### src/rtl/counter8_driver.sv
// 3-bit up/down counter feeding the seven-segment decoder; auto (prescaler) or manual (push-button) stepping.
// Optional step debounce filter: define COUNTER8_STEP_DEBOUNCE_EN.
module counter8_driver #(
  parameter int DIV       = 50_000_000,
  parameter int DIV_W     = 26,
  parameter int DB_CYCLES = 1_000_000
) (
  input  logic       iClk,
  input  logic       iRst,
  input  logic       iEn,
  input  logic       iMode,
  input  logic       iUp,
  input  logic       iStep,
  input  logic       iLoad,
  input  logic [2:0] iLoadVal,
  output logic [2:0] oData,
  output logic       oTick,
  output logic       oCarry
);

  if (DIV < 2 || DB_CYCLES < 1 ||
      (64'(1) << DIV_W) < 64'(DIV)) begin : g_bad_param
    $error("counter8_driver: illegal DIV/DIV_W/DB_CYCLES");
  end

  logic [DIV_W-1:0] presc;
  logic             sync1;
  logic             sync2;
  logic             prev;
  logic             step_lvl;
  logic             presc_wrap;
  logic             step_edge;
  logic             count_ev;

  always_ff @(posedge iClk) begin
    if (iRst) begin
      sync1 <= 1'b0;
      sync2 <= 1'b0;
      prev  <= 1'b0;
    end else begin
      sync1 <= iStep;
      sync2 <= sync1;
      prev  <= step_lvl;
    end
  end

`ifdef COUNTER8_STEP_DEBOUNCE_EN
  localparam int DB_W = $clog2(DB_CYCLES + 1);

  logic [DB_W-1:0] db_cnt;
  logic            filt;

  // Filtered level flips only after DB_CYCLES consecutive disagreeing samples
  always_ff @(posedge iClk) begin
    if (iRst) begin
      db_cnt <= '0;
      filt   <= 1'b0;
    end else if (sync2 == filt) begin
      db_cnt <= '0;
    end else if (db_cnt == DB_W'(DB_CYCLES - 1)) begin
      db_cnt <= '0;
      filt   <= sync2;
    end else begin
      db_cnt <= db_cnt + 1'b1;
    end
  end

  assign step_lvl = filt;
`else
  assign step_lvl = sync2;
`endif

  assign step_edge  = step_lvl & ~prev;
  assign presc_wrap = !iMode && iEn &&
                      (presc == DIV_W'(DIV - 1));
  assign count_ev   = iMode ? (iEn && step_edge)
                            : presc_wrap;

  always_ff @(posedge iClk) begin
    if (iRst) begin
      presc <= '0;
      oTick <= 1'b0;
    end else if (iLoad || iMode) begin
      presc <= '0;
      oTick <= 1'b0;
    end else if (iEn) begin
      presc <= presc_wrap ? '0 : presc + 1'b1;
      oTick <= presc_wrap;
    end else begin
      oTick <= 1'b0;
    end
  end

  always_ff @(posedge iClk) begin
    if (iRst) begin
      oData  <= 3'd0;
      oCarry <= 1'b0;
    end else if (iLoad) begin
      oData  <= iLoadVal;
      oCarry <= 1'b0;
    end else if (count_ev) begin
      oData  <= iUp ? oData + 3'd1 : oData - 3'd1;
      oCarry <= iUp ? (oData == 3'd7) : (oData == 3'd0);
    end else begin
      oCarry <= 1'b0;
    end
  end

endmodule

### config.mk
export PLATFORM = sky130hd
export DESIGN_NAME = counter8_driver
export DESIGN_NICKNAME = d
export VERILOG_FILES = /design/src/rtl/counter8_driver.sv
export SDC_FILE = /design/constraint.sdc
export NUM_CORES = 1
export LEC_CHECK = 0
export CAP_MARGIN = 40
export CORE_MARGIN = 2
export CORE_UTILIZATION = 35
export CTS_BUF_LIST = sky130_fd_sc_hd__clkbuf_8 sky130_fd_sc_hd__clkbuf_16
export CTS_CLUSTER_DIAMETER = 150
export CTS_CLUSTER_SIZE = 10
export DETAILED_ROUTE_END_ITERATION = 12
export DONT_BUFFER_PORTS = 1
export MAX_ROUTING_LAYER = met4
export SKIP_CTS_REPAIR_TIMING = 1
export SLEW_MARGIN = 20
export SYNTH_ARGS = -nofsm -noshare
export SYNTH_HDL_FRONTEND = slang
export SYNTH_SLANG_ARGS = --single-unit
### constraint.sdc
create_clock -name iClk -period 2.2 [get_ports iClk]
set_clock_uncertainty 0.2 [all_clocks]
set_input_delay 0.22 -clock iClk [delete_from_list [all_inputs] [get_ports iClk]]
set_output_delay 0.22 -clock iClk [all_outputs]
set_load 0.02 [all_outputs]
==> impl_metrics.toml, run 1 <==
[power]
power_switching_uw = 265
combPwrFrac_pct = 5.0
ir_drop_mv = 0.246
p_clk_share_pct = 40.5
seqPwrFrac_pct = 54.6
p_int_uw = 901
p_per_area_nw_per_um2 = 586
netSwitchingFraction_pct = 22.7
power_leakage_nw = 0.629

[global_routing]
grt.total_usage_pct = 13.9
grt_max_degree = 26
antenna_found_initial = 0
grtUsageMet2_pct = 20.4
grt_use_met3_pct = 2.90
grt_busiest_layer = "met2"
grt_pass1_vias = 1282
grt_pass1_wl_mm = 5.64
grt_use_met1_pct = 18.2
grt_overflow_total = 0

[worst_setup_path]
crit_chain = "nand4_1, or4_4, or4_1, a21oi_1"
critPathSlowestCell = "or4_4"
crit_family = "simple AND/OR/NAND/NOR gates"
cp-end-kind = "flop"
worstPathArrival_ns = 2.10
critical_path_class = "reg -> reg"
required_ns = 2.22
crit_path_start_kind = "flop"
critPathMaxStageDelay_ns = 0.58
critPathMaxFanout = 5
crit_buf_inv = 0

[worst_hold_path]
hold_class = "in -> reg"

[timing]
timing.slew.headroom_pct = 72.0
worst_pin_slew_ns = 0.409
fin_crit_sh_pct = 94.6
setup_ws_ns = 0.119
max_clock_freq_mhz = 480
final_max_slew_viol_count = 0
setup_viol = 0
finalCriticalPeriod_ns = 2.08
hold_viol_final = 0
rsz0062_at_grt = "yes"

[yosys]
yosysWarnings = 0
synth.distinct_cells = 41
yosysTopAreaCell = "dfxtp_1"
synth_cells = 188
synthFlopType = "dfxtp_1"
synth_common_cells = "dfxtp_1, nor2_1, nand2_1"
ys_seq_area_share_pct = 41.0
syn_area_um2 = 1660
ys_ff_latch = 34
yosysTopAreaCellShare_pct = 41.0
post-synth-top-count-cell = "dfxtp_1"
synth_edf_count = 0
avgSynthCellArea_um2 = 8.84
syn_nets = 200
async_reset_ff_share_pct = 0
synth.area.top_cells = "dfxtp_1, or4_1, xnor2_1"

[die]
die_w_um = 72.9
io-pin-count = 15
rows = 25
core-area_um2 = 4660
start_util_pct = 35.7
die_h_um = 72.9
fp.dieArea_um2 = 5310

[clock_network]
clk-insertion-delay-late_ns = 0.29
cts_sinks = 34
cts_tree = "yes"
h-tree-depth = 2
path_clk_slew_ns = 0.07
ctsLongestPathBuffers = 2
cts_root_buf = "clkbuf_8"
numCtsBuffers = 5

[route]
num_vias = 1451
wl_per_cell_um = 13.2
detail-route-antenna-nets = 0
drc_errors = 0
firstDrtPassIters = 4
avgViaCountPerCell = 5.50
drt_iter0_markers = 104
wl_mm = 3.48

[layout]
diodes = 0
drive_gt1_share_pct = 14.3
fin_area_um2 = 1990
final_nets = 221
area_growth_pct = 19.7

[place]
pre_cts_ws_ns = 0.0537
postPlaceCellArea_um2 = 1800
numPortBuffers = 0
gp_congestion = 0.811
dp.final_hpwl_mm = 2.45

[run_status]
status = "finished clean"

[job]
maxCapViolCount = 0
[final cells by class]
type | count | area, um^2
fill | 450 | 2670
multi-input combinational | 139 | 920
sequential | 34 | 682
timing repair buffer | 23 | 205
clock buffer | 6 | 82.6
tap | 54 | 67.6
inverter | 6 | 22.5
clock inverter | 2 | 8.76
[stage by stage]
step | cells | util, % | total power, mW | hold WS [ns] | TNS (ns)
2_1_floorplan | 188 | - | 0.687 | 0.148 | 0
3_3_place_gp | 248 | 38.6 | 0.690 | 0.0921 | 0
3_5_place_dp | 248 | 38.6 | 0.691 | 0.0942 | 0
4_1_cts | 256 | 40.6 | 1.16 | -0.208 | 0
5_1_grt | 264 | 42.7 | 1.21 | 0.0245 | -0.0417
6_report | 264 | 42.7 | 1.17 | 0.0194 | 0
[worst reg2reg max path, stage by stage, from the launching register on]
cell and delay, ns:
dfxtp_1 0.38, nand4_1 0.21, or4_4 0.58, or4_1 0.51, a21oi_1 0.14
[cells by family (layout without fill, tap and decap cells)]
logic type,after synthesis,after routing,synth area share [%]
simple gates,87,87,30.3
fa+ha+maj,2,2,1.96
mux,2,2,1.20
buf+inv,15,37,4.67
xor+xnor,15,15,7.91
flops,34,34,41.0
compound gates,33,33,13.0
[final timing paths]
kind	cells past startpoint	end	slack [ns]	start
max	4	presc[25]	0.12	presc[22]
min	3	presc[3]	0.02	iEn
max reg2reg	4	presc[25]	0.12	presc[22]
min reg2reg	1	step_lvl	0.26	sync1
[layer usage]
metal,vias up,share of wire (%)
met4,0,2.0
met2,23,46
li1,735,-
met5,-,0
met1,688,49
met3,5,2.6
[power by group through the flow]
| stage | Combinational [mW] | Clock, mW | Sequential (mW) |
|---|---|---|---|
| finish | 0.0577 | 0.472 | 0.636 |
| global route | 0.0625 | 0.508 | 0.636 |
| CTS | 0.0415 | 0.485 | 0.636 |
| detailed placement | 0.0412 | 0 | 0.650 |
| global placement | 0.0406 | 0 | 0.650 |
| floorplan | 0.0389 | 0 | 0.648 |
[sequential cells by signal, indices dropped and copies added (netlist names)]
signal	flops
presc	26
oData	3
oCarry	1
oTick	1
prev	1
step_lvl	1
sync1	1
[layout by cell type, fill, tap and decap left out, types with 2 or more instances in the layout]
cell,Yosys,final
dfxtp_1,34,33
nor2_1,18,18
buf_4,1,14
nand2_1,13,13
a21oi_1,12,12
or4_1,12,11
xnor2_1,10,10
o31ai_1,9,9
nand4_1,8,8
dlygate4sd3_1,0,8
inv_1,6,7
clkbuf_8,0,6
nand3_1,6,5
nor4_1,5,5
nor3_1,5,5
xor2_1,5,5
or3_1,4,3
o21ai_1,3,3
nor2b_1,3,3
and4b_1,2,2
or4_4,1,2
mux2i_1,2,2
and4_1,2,2
a2111oi_0,2,2
and3_1,2,2
nand2b_1,2,2
No activity file was read; power rests on OpenSTA's default activity.
==> run 2, diff against run 1 <==
--- a/config.mk
+++ b/config.mk
@@ -13,6 +13,7 @@
 export CTS_CLUSTER_SIZE = 10
 export DETAILED_ROUTE_END_ITERATION = 12
 export DONT_BUFFER_PORTS = 1
+export HOLD_SLACK_MARGIN = 0.1
 export MAX_ROUTING_LAYER = met4
 export SKIP_CTS_REPAIR_TIMING = 1
 export SLEW_MARGIN = 20
==> run 2 against run 1 <==
Effect of this change: register-to-register slack barely moved; combinational power rose by 3.5%; maximum frequency fell by 0.46%; clock power barely moved; die area did not move; sequential share of layout area fell by 0.17 points; cell area rose by 0.50%; largest cell class unchanged.
==> impl_metrics.toml, run 2 (same netlist as run 1, synthesis figures left out) <==
[clock_network]
cts_sinks = 34
clk-insertion-delay-late_ns = 0.29
ctsLongestPathBuffers = 2
h-tree-depth = 2
path_clk_slew_ns = 0.07
numCtsBuffers = 5
cts_tree = "yes"
cts_root_buf = "clkbuf_8"

[power]
p_int_uw = 902
seqPwrFrac_pct = 54.5
power_leakage_nw = 0.633
ir_drop_mv = 0.246
combPwrFrac_pct = 5.1
p_per_area_nw_per_um2 = 584
p_clk_share_pct = 40.4
power_mw = 1.17
power_switching_uw = 265
netSwitchingFraction_pct = 22.7

[timing]
final_max_slew_viol_count = 0
hold_ws_ns = 0.0941
fin_crit_sh_pct = 95.1
max_clock_freq_mhz = 478
timing.slew.headroom_pct = 72.9
hold_viol_final = 0
finalCriticalPeriod_ns = 2.09
worst_pin_slew_ns = 0.396
setup_viol = 0
rsz0062_at_grt = "yes"

[route]
firstDrtPassIters = 4
wl_mm = 3.49
wl_per_cell_um = 13.2
drt_iter0_markers = 119
avgViaCountPerCell = 5.54
detail-route-antenna-nets = 0
drc_errors = 0
num_vias = 1469

[run_status]
status = "finished clean"

[place]
numPortBuffers = 0
gp_congestion = 0.811
postPlaceCellArea_um2 = 1800
dp_cells = 248
dp.final_hpwl_mm = 2.45

[layout]
fin_util_pct = 42.9
layout_common_cells = "dfxtp_1, nor2_1, buf_4"
area_growth_pct = 20.3
reg.largest.list = "presc (26), oData (3)"
final_nets = 222
drive_gt1_share_pct = 14.2
seq_area_um2 = 682
fin_area_um2 = 2000
filler_cell_count = 451
multi_input_area_um2 = 920
largest-register = "presc"
final_cells = 265
largest_register_ffs = 26
diodes = 0
layout_commonest_cell = "dfxtp_1"

[worst_setup_path]
critical_path_class = "reg -> reg"
cp-end-kind = "flop"
critPathMaxFanout = 5
crit_path_start_kind = "flop"
required_ns = 2.22
worstPathArrival_ns = 2.12

[global_routing]
grt_pass1_wl_mm = 5.64
grt_pass1_vias = 1282
grt_overflow_total = 0
antenna_found_initial = 0
grt.total_usage_pct = 13.9
grt_max_degree = 26

[die]
io-pin-count = 15
die_w_um = 72.9
rows = 25
core-area_um2 = 4660
fp.dieArea_um2 = 5310
start_util_pct = 35.7
die_h_um = 72.9

[job]
maxCapViolCount = 0

[worst_hold_path]
hold_class = "in -> reg"
-- run 2: cell type report --
cell class	instances	share of cell area, %
Multi-Input combinational cell	139	46.0
Sequential cell	34	34.1
Tap cell	54	3.38
Clock inverter	2	0.438
Timing Repair Buffer	24	10.8
Inverter	6	1.13
Clock buffer	6	4.13
-- run 2: stage by stage --
| stage | setup TNS [ns] | setup slack (ns) |
|---|---|---|
| after global routing | -0.0417 | -0.0417 |
| after detailed placement | 0 | 0.0537 |
| after floorplan | 0 | 0.0469 |
| final | 0 | 0.109 |
| after global placement | 0 | 0.0757 |
| after CTS | 0 | 0.0364 |
-- run 2: power groups by stage --
stage / clock [mW] / sequential [mW] / combinational (mW)
3_5_place_dp: 0 / 0.650 / 0.0412
4_1_cts: 0.485 / 0.636 / 0.0415
3_3_place_gp: 0 / 0.650 / 0.0406
6_report: 0.471 / 0.636 / 0.0597
5_1_grt: 0.508 / 0.636 / 0.0652
2_1_floorplan: 0 / 0.648 / 0.0389
-- run 2: worst paths after layout --
check,startpoint,endpoint,slack (ns),cells after the start
max,presc[23],presc[25],0.11,4
max reg2reg,presc[23],presc[25],0.11,4
min reg2reg,sync1,step_lvl,0.26,1
min,iEn,presc[7],0.09,4
-- run 2: critical path, cell delays in order, from the launching register on --
cell and delay (ns):
dfxtp_1 0.37, nand4_1 0.23, or4_4 0.58, or4_1 0.51, a21oi_1 0.14
-- run 2: per-layer routing --
layer	wire (um)	GRT usage, %
met1	1680	18.2
met2	1640	20.4
met3	96	2.90
met4	68	6.79
met5	0	-
